==> config.mk <==
export PLATFORM = sky130hd
export DESIGN_NAME = pwm_capture_flat
export DESIGN_NICKNAME = d
export VERILOG_FILES = /design/src/rtl/pwm_capture_pkg.sv /design/src/rtl/pwm_capture_if.sv /design/src/rtl/pwm_capture_channel.sv /design/src/rtl/pwm_capture.sv /design/src/flat_wrapper.sv
export SDC_FILE = /design/constraint.sdc
export NUM_CORES = 1
export LEC_CHECK = 0
export BUFFER_PORTS_ARGS = -buffer_cell sky130_fd_sc_hd__buf_2
export CORE_MARGIN = 2
export CORE_UTILIZATION = 47
export DETAILED_ROUTE_END_ITERATION = 16
export PLACE_DENSITY = 0.68
export SLEW_MARGIN = 10
export SYNTH_ARGS = -nofsm -noshare
export SYNTH_HDL_FRONTEND = slang
export SYNTH_SLANG_ARGS = --single-unit
==> constraint.sdc <==
create_clock -name clk -period 5.05 [get_ports clk]
set_input_delay 0.2525 -clock clk [delete_from_list [all_inputs] [get_ports clk]]
set_output_delay 0.2525 -clock clk [all_outputs]
set_load 0.005 [all_outputs]
==> src/rtl/pwm_capture_pkg.sv <==
// ----------------------------------------------------------------------------
// pwm_capture_pkg : shared channel state encoding and saturation constant
// Rev 1.0
// ----------------------------------------------------------------------------
`default_nettype none

`ifndef PWM_CAPTURE_PKG_SV
`define PWM_CAPTURE_PKG_SV

`define PWM_CAPTURE_ALL_ONES(w) {(w){1'b1}}

package pwm_capture_pkg;

  localparam int c_state_w = 1;

  typedef enum logic [c_state_w-1:0] {
    ST_IDLE = 1'b0,
    ST_MEAS = 1'b1
  } chan_state_e;

endpackage

`endif

`default_nettype wire

==> src/rtl/pwm_capture_if.sv <==
// ----------------------------------------------------------------------------
// pwm_capture_if : register read port of the PWM capture block
// Rev 1.0
// ----------------------------------------------------------------------------
`default_nettype none

interface pwm_capture_if #(
  parameter int Resolution   = 8,
  parameter int AddressWidth = 2
);

  logic [AddressWidth-1:0] addr;
  logic                    rd;
  logic [Resolution-1:0]   duty;
  logic [Resolution-1:0]   period;
  logic                    valid;
  logic                    overflow;
  logic                    fresh;

  modport master (
    output addr,
    output rd,
    input  duty,
    input  period,
    input  valid,
    input  overflow,
    input  fresh
  );

  modport slave (
    input  addr,
    input  rd,
    output duty,
    output period,
    output valid,
    output overflow,
    output fresh
  );

endinterface

`default_nettype wire

==> src/rtl/pwm_capture_channel.sv <==
// ----------------------------------------------------------------------------
// pwm_capture_channel : synchronizer, edge detect and period/high-time capture
// Rev 1.0
// ----------------------------------------------------------------------------
`default_nettype none

module pwm_capture_channel
  import pwm_capture_pkg::*;
#(
  parameter int Resolution = 8
) (
  input  logic                  clk,
  input  logic                  rst,
  input  logic                  ce,
  input  logic                  pwm_in,
  input  logic                  rd_hit,
  output logic [Resolution-1:0] duty,
  output logic [Resolution-1:0] period,
  output logic                  valid,
  output logic                  overflow,
  output logic                  fresh
);

  localparam logic [Resolution-1:0] c_all_ones = `PWM_CAPTURE_ALL_ONES(Resolution);
  localparam logic [Resolution-1:0] c_one      = Resolution'(1);

  logic                  r_sync1;
  logic                  r_sync2;
  logic                  r_prev;
  logic [Resolution-1:0] r_period_cnt;
  logic [Resolution-1:0] r_high_cnt;
  chan_state_e           r_state;
  logic                  w_rise;

  // The synchronizer runs every clock; only edge detection is gated by ce.
  always_ff @(posedge clk or negedge rst) begin
    if (!rst) begin
      r_sync1 <= 1'b0;
      r_sync2 <= 1'b0;
    end else begin
      r_sync1 <= pwm_in;
      r_sync2 <= r_sync1;
    end
  end

  assign w_rise = ce & r_sync2 & ~r_prev;

  always_ff @(posedge clk or negedge rst) begin
    if (!rst) begin
      r_state      <= ST_IDLE;
      r_prev       <= 1'b0;
      r_period_cnt <= '0;
      r_high_cnt   <= '0;
      duty         <= '0;
      period       <= '0;
      valid        <= 1'b0;
      overflow     <= 1'b0;
      fresh        <= 1'b0;
    end else begin
      // Read clear comes first so a coincident latch or timeout wins.
      if (rd_hit) begin
        fresh    <= 1'b0;
        overflow <= 1'b0;
      end
      if (ce) begin
        r_prev <= r_sync2;
        case (r_state)
          ST_IDLE: begin
            if (w_rise) begin
              r_period_cnt <= c_one;
              r_high_cnt   <= c_one;
              r_state      <= ST_MEAS;
            end
          end
          ST_MEAS: begin
            if (w_rise) begin
              period       <= r_period_cnt;
              duty         <= r_high_cnt;
              valid        <= 1'b1;
              fresh        <= 1'b1;
              r_period_cnt <= c_one;
              r_high_cnt   <= c_one;
            end else if (r_period_cnt != c_all_ones) begin
              r_period_cnt <= r_period_cnt + c_one;
              if (r_sync2) begin
                r_high_cnt <= r_high_cnt + c_one;
              end
            end else begin
              period       <= c_all_ones;
              duty         <= r_sync2 ? c_all_ones : '0;
              valid        <= 1'b1;
              fresh        <= 1'b1;
              overflow     <= 1'b1;
              r_period_cnt <= '0;
              r_high_cnt   <= '0;
              r_state      <= ST_IDLE;
            end
          end
          default: begin
            r_period_cnt <= '0;
            r_high_cnt   <= '0;
            r_state      <= ST_IDLE;
          end
        endcase
      end
    end
  end

endmodule

`default_nettype wire

==> src/rtl/pwm_capture.sv <==
// ----------------------------------------------------------------------------
// pwm_capture : multi-channel PWM capture with addressed one-cycle read port
// Rev 1.0
// ----------------------------------------------------------------------------
`default_nettype none

module pwm_capture
  import pwm_capture_pkg::*;
#(
  parameter int Resolution   = 8,
  parameter int AddressWidth = 2
) (
  input  logic                       clk,
  input  logic                       rst,
  input  logic                       ce,
  input  logic [2**AddressWidth-1:0] I,
  pwm_capture_if.slave               bus
);

  localparam int c_num_chan = 2**AddressWidth;

  logic [Resolution-1:0] w_duty   [c_num_chan];
  logic [Resolution-1:0] w_period [c_num_chan];
  logic [c_num_chan-1:0] w_valid;
  logic [c_num_chan-1:0] w_overflow;
  logic [c_num_chan-1:0] w_fresh;
  logic [c_num_chan-1:0] w_hit;

  logic [Resolution-1:0] r_duty;
  logic [Resolution-1:0] r_period;
  logic                  r_valid;
  logic                  r_overflow;
  logic                  r_fresh;

  generate
    for (genvar gi = 0; gi < c_num_chan; gi++) begin : g_chan
      assign w_hit[gi] = bus.rd && (bus.addr == AddressWidth'(gi));

      pwm_capture_channel #(
        .Resolution (Resolution)
      ) u_chan (
        .clk      (clk),
        .rst      (rst),
        .ce       (ce),
        .pwm_in   (I[gi]),
        .rd_hit   (w_hit[gi]),
        .duty     (w_duty[gi]),
        .period   (w_period[gi]),
        .valid    (w_valid[gi]),
        .overflow (w_overflow[gi]),
        .fresh    (w_fresh[gi])
      );
    end
  endgenerate

  // Outputs capture pre-edge channel state, so a coincident latch is seen on the next read.
  always_ff @(posedge clk or negedge rst) begin
    if (!rst) begin
      r_duty     <= '0;
      r_period   <= '0;
      r_valid    <= 1'b0;
      r_overflow <= 1'b0;
      r_fresh    <= 1'b0;
    end else if (bus.rd) begin
      r_duty     <= w_duty[bus.addr];
      r_period   <= w_period[bus.addr];
      r_valid    <= w_valid[bus.addr];
      r_overflow <= w_overflow[bus.addr];
      r_fresh    <= w_fresh[bus.addr];
    end
  end

  assign bus.duty     = r_duty;
  assign bus.period   = r_period;
  assign bus.valid    = r_valid;
  assign bus.overflow = r_overflow;
  assign bus.fresh    = r_fresh;

endmodule

`default_nettype wire
==> src/flat_wrapper.sv <==
// flat-port wrapper written by rule: the top's interface ports become plain ports
module pwm_capture_flat import pwm_capture_pkg::*;
#(
  parameter int Resolution   = 8,
  parameter int AddressWidth = 2
)
  (clk, rst, ce, I, bus_addr, bus_rd, bus_duty, bus_period, bus_valid, bus_overflow, bus_fresh);
  pwm_capture_if #(.Resolution(Resolution), .AddressWidth(AddressWidth)) bus_i ();
  input  logic clk;
  input  logic rst;
  input  logic ce;
  input  logic [2**AddressWidth-1:0] I;
  input wire logic [$bits(bus_i.addr)-1:0] bus_addr;
  input wire logic [$bits(bus_i.rd)-1:0] bus_rd;
  output wire logic [$bits(bus_i.duty)-1:0] bus_duty;
  output wire logic [$bits(bus_i.period)-1:0] bus_period;
  output wire logic [$bits(bus_i.valid)-1:0] bus_valid;
  output wire logic [$bits(bus_i.overflow)-1:0] bus_overflow;
  output wire logic [$bits(bus_i.fresh)-1:0] bus_fresh;
  assign bus_i.addr = bus_addr;
  assign bus_i.rd = bus_rd;
  assign bus_duty = bus_i.duty;
  assign bus_period = bus_i.period;
  assign bus_valid = bus_i.valid;
  assign bus_overflow = bus_i.overflow;
  assign bus_fresh = bus_i.fresh;
  pwm_capture #(.Resolution(Resolution), .AddressWidth(AddressWidth)) u_core (.clk(clk), .rst(rst), .ce(ce), .I(I), .bus(bus_i));
endmodule
==> impl_metrics.py, run 1 <==
metrics = {
    "grt": {
        "grt_pass1_vias": 5820,
        "grt_pass1_wl_um": 32090,
        "grt_overflow": 0,
        "gr-usage-met2_pct": 33.51,
        "busiest_layer": "met2",
        "grt.total_usage_pct": 21.07,
        "use_met1_pct": 29.78,
        "antenna_found_initial": 0,
        "met3_usage_pct": 3.360,
        "grt_max_degree": 74,
    },
    "routing": {
        "finalWirelength_um": 19620,
        "ant_nets": 0,
        "detail_route.iter0.violations": 523,
        "routedWlPerCell_um": 19.66,
        "num_vias": 6125,
        "detail_route.first_pass.iterations": 5,
        "drt-vias-per-instance": 6.137,
        "drc": 0,
    },
    "clocking": {
        "cts.clk_slew.worst_paths_ns": 0.07,
        "postCtsSetupRepairBufs": 0,
        "cts.root.buffer_cell": "clkbuf_16",
        "cts.sinks": 175,
        "insertion_delay_ns": 0.44,
        "post_cts_resize_count": 0,
        "cts_tree": "built",
        "cts_buffers": 17,
        "ctsLongestPathBuffers": 2,
        "htreeDepth": 4,
    },
    "worst_setup_path": {
        "cp-end-kind": "flop",
        "slowest_stage": "o21ai_0",
        "required_ns": 5.42,
        "cp_cell_sequence": "ha_1 > nand3_1 > o21ai_0 > and2_1 > o32a_1",
        "crit_arrival_ns": 2.99,
        "critical-path-max-stage-delay_ns": 0.87,
        "cp-start-kind": "flop",
        "crit_type": "flop to flop",
        "crit_fanout": 18,
    },
    "floorplanning": {
        "die_area_um2": 19070,
        "start_util_pct": 47.53,
        "rows": 49,
        "die_width_um": 138.1,
        "top_level_ports": 29,
        "die_h_um": 138.1,
        "fp.coreArea_um2": 17780,
    },
    "layout": {
        "design_area_um2": 9344,
        "fillers": 1536,
        "area_delta_synth_final_pct": 10.57,
        "area.sequential_um2": 4379,
        "n_antenna_cell": 0,
        "layout-drive-gt1-share_pct": 17.56,
        "final_net_count": 774,
        "multi_input_area_um2": 3774,
    },
    "logic_synthesis": {
        "yosysSeqAreaShare_pct": 51.82,
        "synth_xor_area_share_pct": 0.6219,
        "synth_top_family_by_area": "compound AO/OA/AOI/OAI gates",
        "ys_ff_latch": 175,
        "synth.distinct_cells": 71,
        "syn_nets": 762,
        "netlist_area_um2": 8451,
        "yosysMostFrequentCell": "dfrtp_1",
        "avgSynthCellArea_um2": 11.36,
        "yosys.area_share.simple_pct": 13.86,
        "yosys_warnings": 0,
        "synthArstFlopShare_pct": 100.0,
        "synthCells": 744,
        "synth_edf_count": 0,
        "synth_top_area_cell": "dfrtp_1",
        "synth_compound_area_share_pct": 17.89,
        "synthTopCellsByArea": "dfrtp_1, mux4_2, mux2_2",
        "yosys.area_share.adder_pct": 1.184,
        "synthMuxAreaShare_pct": 11.10,
        "netlist.area_leader.share_pct": 51.82,
        "synthFlopType": "dfrtp_1",
        "synthTopCellsByCount": "dfrtp_1, a21oi_1, nand2_1",
    },
    "sta": {
        "period_minus_slack_ns": 2.612,
        "drv_slew": 0,
        "setup_tns_ns": 0,
        "setup_viol": 0,
        "hold_viol": 0,
        "fin_crit_sh_pct": 51.72,
        "skew_ns": 0.008916,
        "rsz0062_at_grt": "false",
        "max_freq_ghz": 0.3829,
        "relSlewSlack_pct": 29.13,
        "worst_pin_slew_ns": 1.052,
    },
    "place": {
        "dpl_cell_area_um2": 8683,
        "hpwl_um": 14140,
        "port_buffers": 28,
        "gp_congestion": 0.9216,
    },
    "power_and_ir_drop": {
        "power.density_nw_per_um2": 475.1,
        "ir_drop_mv": 0.2783,
        "power_mw": 4.440,
        "power_leakage_nw": 4.022,
    },
    "run_status": {
        "status": "complete, no violations",
    },
    "run": {
        "cap_violations": 0,
    },
    "worst_hold_path": {
        "hold_class": "input pin to asynchronous set/reset pin",
    },
}
## per-layer routing
metal / up-vias / part of all wire, %
met5: - / 0
met4: 0 / 1.8
met3: 22 / 4.7
met2: 168 / 49
met1: 3084 / 45
li1: 2851 / -
## layout by cell type, fill, tap and decap left out, types with 7 or more instances in the layout
| master | instances |
|---|---|
| a31oi_1 | 15 |
| and4_1 | 7 |
| nand4_1 | 10 |
| nor3_1 | 9 |
| and3_1 | 20 |
| buf_2 | 27 |
| or4_1 | 7 |
| o31ai_1 | 9 |
| nand2_1 | 54 |
| o21ai_0 | 26 |
| a211o_1 | 8 |
| mux2i_1 | 15 |
| inv_1 | 20 |
| ha_1 | 8 |
| o22a_1 | 27 |
| mux4_2 | 19 |
| dfrtp_1 | 175 |
| o21a_1 | 7 |
| a21oi_1 | 60 |
| a221o_1 | 15 |
| nor2b_1 | 7 |
| mux2_2 | 32 |
| nor2_1 | 20 |
| nand3_1 | 35 |
| clkbuf_16 | 17 |
| a21o_1 | 11 |
## power breakdown
| part | leakage [nW] | switching [mW] | internal, mW |
|---|---|---|---|
| Sequential | 2.09 | 0.409 | 1.77 |
| Clock | 0.294 | 0.567 | 0.786 |
| Combinational | 1.64 | 0.402 | 0.502 |
## final timing paths
path	start	to	slack, ns	cells after the start
worst max-delay path	u_core.g_chan[0].u_chan.r_period_cnt[0]$_DFFE_PN0P_	u_core.g_chan[0].u_chan.period[0]$_DFFE_PN0P_	2.44	5
worst min register to register	u_core.g_chan[2].u_chan.r_sync1$_DFF_PN0_	u_core.g_chan[2].u_chan.r_sync2$_DFF_PN0_	0.36	0
min in group clk	u_core.g_chan[2].u_chan.r_sync1$_DFF_PN0_	u_core.g_chan[2].u_chan.r_sync2$_DFF_PN0_	0.36	0
max in group asynchronous	rst	u_core.g_chan[2].u_chan.r_sync1$_DFF_PN0_	3.43	3
worst max register to register	u_core.g_chan[0].u_chan.r_period_cnt[0]$_DFFE_PN0P_	u_core.g_chan[0].u_chan.period[0]$_DFFE_PN0P_	2.44	5
worst min-delay path	rst	u_core.g_chan[0].u_chan.r_sync1$_DFF_PN0_	0.33	2
## flip-flops by register name (all words and copies together) (netlist names)
| register | cells |
|---|---|
| u_core.g_chan.u_chan.r_sync2 | 4 |
| u_core.g_chan.u_chan.r_prev | 4 |
| u_core.g_chan.u_chan.r_period_cnt | 32 |
| u_core.g_chan.u_chan.period | 32 |
| u_core.g_chan.u_chan.r_state | 4 |
| u_core.g_chan.u_chan.duty | 32 |
| u_core.g_chan.u_chan.r_sync1 | 4 |
| u_core.bus.overflow | 1 |
| u_core.bus.duty | 8 |
| u_core.g_chan.u_chan.r_high_cnt | 32 |
| u_core.g_chan.u_chan.fresh | 4 |
| u_core.g_chan.u_chan.valid | 4 |
| u_core.bus.period | 8 |
| u_core.bus.fresh | 1 |
| u_core.bus.valid | 1 |
| u_core.g_chan.u_chan.overflow | 4 |
## worst max-delay path, delay by kind of cell, from the launching register on
family	cells	cell delay [ns]
adders and majority gates	1	0.21
DFF	1	0.42
and+or+nand+nor	2	0.80
AOI/OAI and AO/OA	2	1.13
## cell families (layout without fill, tap and decap cells)
family,after synthesis,count (layout)
AOI/OAI and AO/OA,214,214
and+or+nand+nor,212,212
DFF,175,175
muxes,66,66
buffers and inverters,63,88
adders and majority gates,8,8
xor gates and xnor gates,6,6
## through the flow
step	util, %	setup slack [ns]	std cells	hold slack [ns]
detailed placement	48.84	2.487	961	0.2315
floorplan	-	3.341	744	-0.04309
global placement	48.84	2.605	961	0.2289
finish	52.55	2.438	998	0.3279
CTS	52.55	2.478	998	0.3535
global route	52.55	2.198	998	0.3590
## area by class of cell
type | count | area share [%]
Sequential cell | 175 | 46.87
Multi-Input combinational cell | 506 | 40.39
Clock buffer | 21 | 5.142
Tap cell | 229 | 3.066
Timing Repair Buffer | 36 | 2.343
Clock inverter | 11 | 1.393
Inverter | 20 | 0.8034
## what timing repair did
item                                   4_1_cts  5_1_grt
endpoints found under the hold margin       55        0
hold buffers                                 5        0
setup endpoints to repair                    0        0
Note: power is estimated with default switching activity, not from simulation.
==> inputs of run 2 (changes only) <==
--- a/config.mk
+++ b/config.mk
@@ -9,7 +9,7 @@
 export CORE_MARGIN = 2
 export CORE_UTILIZATION = 47
 export DETAILED_ROUTE_END_ITERATION = 16
-export PLACE_DENSITY = 0.68
+export PLACE_DENSITY = 0.71
 export SLEW_MARGIN = 10
 export SYNTH_ARGS = -nofsm -noshare
 export SYNTH_HDL_FRONTEND = slang
==> constraint.sdc (replaced) <==
create_clock -name clk -period 2.1 [get_ports clk]
set_input_delay 0.105 -clock clk [delete_from_list [all_inputs] [get_ports clk]]
set_output_delay 0.105 -clock clk [all_outputs]
set_load 0.005 [all_outputs]
==> impl_metrics.py, run 2 (synthesis results as in run 1) <==
metrics = {
    "run_status": {
        "status": "complete, no violations",
    },
    "floorplanning": {
        "die_h_um": 138.1,
        "rows": 49,
        "die_area_um2": 19070,
        "fp.coreArea_um2": 17780,
        "start_util_pct": 47.53,
        "top_level_ports": 29,
        "die_width_um": 138.1,
    },
    "worst_setup_path": {
        "critical-path-max-stage-delay_ns": 0.44,
        "required_ns": 2.47,
        "cp_cell_sequence": "ha_1 > nand3_1 > o21ai_0 > and2_1 > buf_4 > o32a_1",
        "r2r_start": "u_core.g_chan[0].u_chan.r_period_cnt[0]$_DFFE_PN0P_",
        "crit_arrival_ns": 2.33,
        "cp-end-kind": "flop",
        "crit_fanout": 10,
        "crit_type": "flop to flop",
        "cp-start-kind": "flop",
        "slowest_stage": "dfrtp_1",
        "worstSetupStartpoint": "u_core.g_chan[0].u_chan.r_period_cnt[0]$_DFFE_PN0P_",
    },
    "place": {
        "numPlacedInstances": 979,
        "place_ws_ns": 0.1938,
        "gp_congestion": 0.8674,
        "hpwl_um": 14530,
        "port_buffers": 28,
    },
    "grt": {
        "grt_max_degree": 74,
        "grt_pass1_vias": 6254,
        "antenna_found_initial": 2,
        "grt_pass1_wl_um": 33760,
        "grt.total_usage_pct": 22.06,
        "grt_overflow": 0,
    },
    "routing": {
        "drt-vias-per-instance": 6.283,
        "detail_route.first_pass.iterations": 7,
        "num_vias": 6384,
        "detail_route.iter0.violations": 548,
        "finalWirelength_um": 20200,
        "drc": 0,
        "routedWlPerCell_um": 19.88,
        "ant_nets": 0,
    },
    "power_and_ir_drop": {
        "power.density_nw_per_um2": 1141,
        "power_frac_clock_pct": 30.6,
        "power_mw": 10.85,
        "seqPwrFrac_pct": 48.6,
        "ir_drop_mv": 0.7205,
        "p_int_mw": 7.527,
        "p_comb_share_pct": 20.8,
        "power.switching_mw": 3.328,
        "switching_share_pct": 30.66,
        "power_leakage_nw": 4.124,
    },
    "layout": {
        "layout-drive-gt1-share_pct": 18.83,
        "finalNonFillerCells": 1016,
        "final_common_cell": "dfrtp_1",
        "final_net_count": 792,
        "area_delta_synth_final_pct": 12.61,
        "layout_common_cells": "dfrtp_1, a21oi_1, nand2_1, nand3_1, mux2_2",
        "utilization_pct": 53.53,
        "fillers": 1503,
    },
    "clocking": {
        "ctsLongestPathBuffers": 2,
        "cts.clk_slew.worst_paths_ns": 0.07,
        "cts.root.buffer_cell": "clkbuf_16",
        "htreeDepth": 4,
        "cts_buffers": 17,
        "cts_tree": "built",
        "cts.sinks": 175,
        "insertion_delay_ns": 0.44,
    },
    "sta": {
        "period_minus_slack_ns": 1.956,
        "hold_viol": 0,
        "rsz0062_at_grt": "false",
        "fin_crit_sh_pct": 93.14,
        "relSlewSlack_pct": 51.66,
        "setup_viol": 0,
        "worst_pin_slew_ns": 0.7202,
        "skew_ns": 0.01102,
        "max_freq_ghz": 0.5113,
        "setup_slack_ns": 0.1441,
        "setup_tns_ns": 0,
        "drv_slew": 0,
    },
    "run": {
        "cap_violations": 0,
    },
    "worst_hold_path": {
        "hold_class": "input pin to flop",
        "hp-start": "ce",
    },
}
## run 2: cell types whose count changed in the layout (fill, tap and decap cells not counted), moves of 2 or more
cell | before | now
buf_4 | 3 | 19
clkbuf_8 | 4 | 1
clkinvlp_4 | 3 | 1
clkbuf_1 | 0 | 4
bufinv_16 | 2 | 4
buf_12 | 0 | 2
## run 2: through the flow
| step | hold slack, ns | cell area, µm² |
|---|---|---|
| global route | 0.1722 | 9517 |
| finish | 0.1424 | 9517 |
| detailed placement | 0.04642 | 8843 |
| CTS | 0.1241 | 9507 |
| floorplan | -0.1906 | 8451 |
| global placement | 0.04109 | 8843 |
## run 2: worst max-delay path, delay by kind of cell (launching register included)
kind,cells,cell delay (ns)
buf+inv,1,0.24
flops,1,0.44
fa+ha+maj,1,0.22
simple gates,2,0.57
compound gates,2,0.42
## run 2: layout make-up
type                    instances  area, µm²  area share [%]
multi-input cells             506       3781           39.73
diodes                          1      2.502         0.02630
flip-flops and latches        175       4379           46.02
clock buffers                  22      454.2           4.773
inverters                      20      75.07          0.7889
repair buffers                 54      379.1           3.984
clock inverters                 9      158.9           1.670
well taps                     229      286.5           3.011
## run 2: worst paths after layout
path                                                                             to  slack (ns)  depth (start not counted)
worst max-delay path                  u_core.g_chan[0].u_chan.period[0]$_DFFE_PN0P_        0.14                          6
worst min-delay path            u_core.g_chan[1].u_chan.r_period_cnt[1]$_DFFE_PN0P_        0.14                          3
worst max register to register        u_core.g_chan[0].u_chan.period[0]$_DFFE_PN0P_        0.14                          6
worst min register to register            u_core.g_chan[0].u_chan.r_sync2$_DFF_PN0_        0.35                          0
max in group asynchronous               u_core.g_chan[1].u_chan.duty[4]$_DFFE_PN0P_        1.22                          3
min in group asynchronous                 u_core.g_chan[0].u_chan.r_sync2$_DFF_PN0_        0.15                          2
## run 2: power by group through the flow
stage               clock network (mW)  logic (mW)  registers (mW)
finish                            3.32        2.26            5.27
floorplan                            0        1.69            4.88
detailed placement                   0        2.25            5.30
global placement                     0        2.13            5.24
global route                      3.50        2.54            5.38
CTS                               3.36        2.28            5.25
## run 2: per-layer routing
| metal | wire [µm] | track usage [%] | up-vias |
|---|---|---|---|
| li1 | - | - | 2885 |
| met4 | 319 | 7.143 | 2 |
| met5 | 7 | 0 | - |
| met2 | 9990 | 35.30 | 220 |
| met3 | 1041 | 3.879 | 26 |
| met1 | 8836 | 30.92 | 3251 |
## run 2: what timing repair did
item	4_1_cts	5_1_grt
endpoints found under the setup margin	0	1
hold endpoints to repair	79	0
gates resized for setup	0	1
hold buffers	5	0
setup buffers	0	0
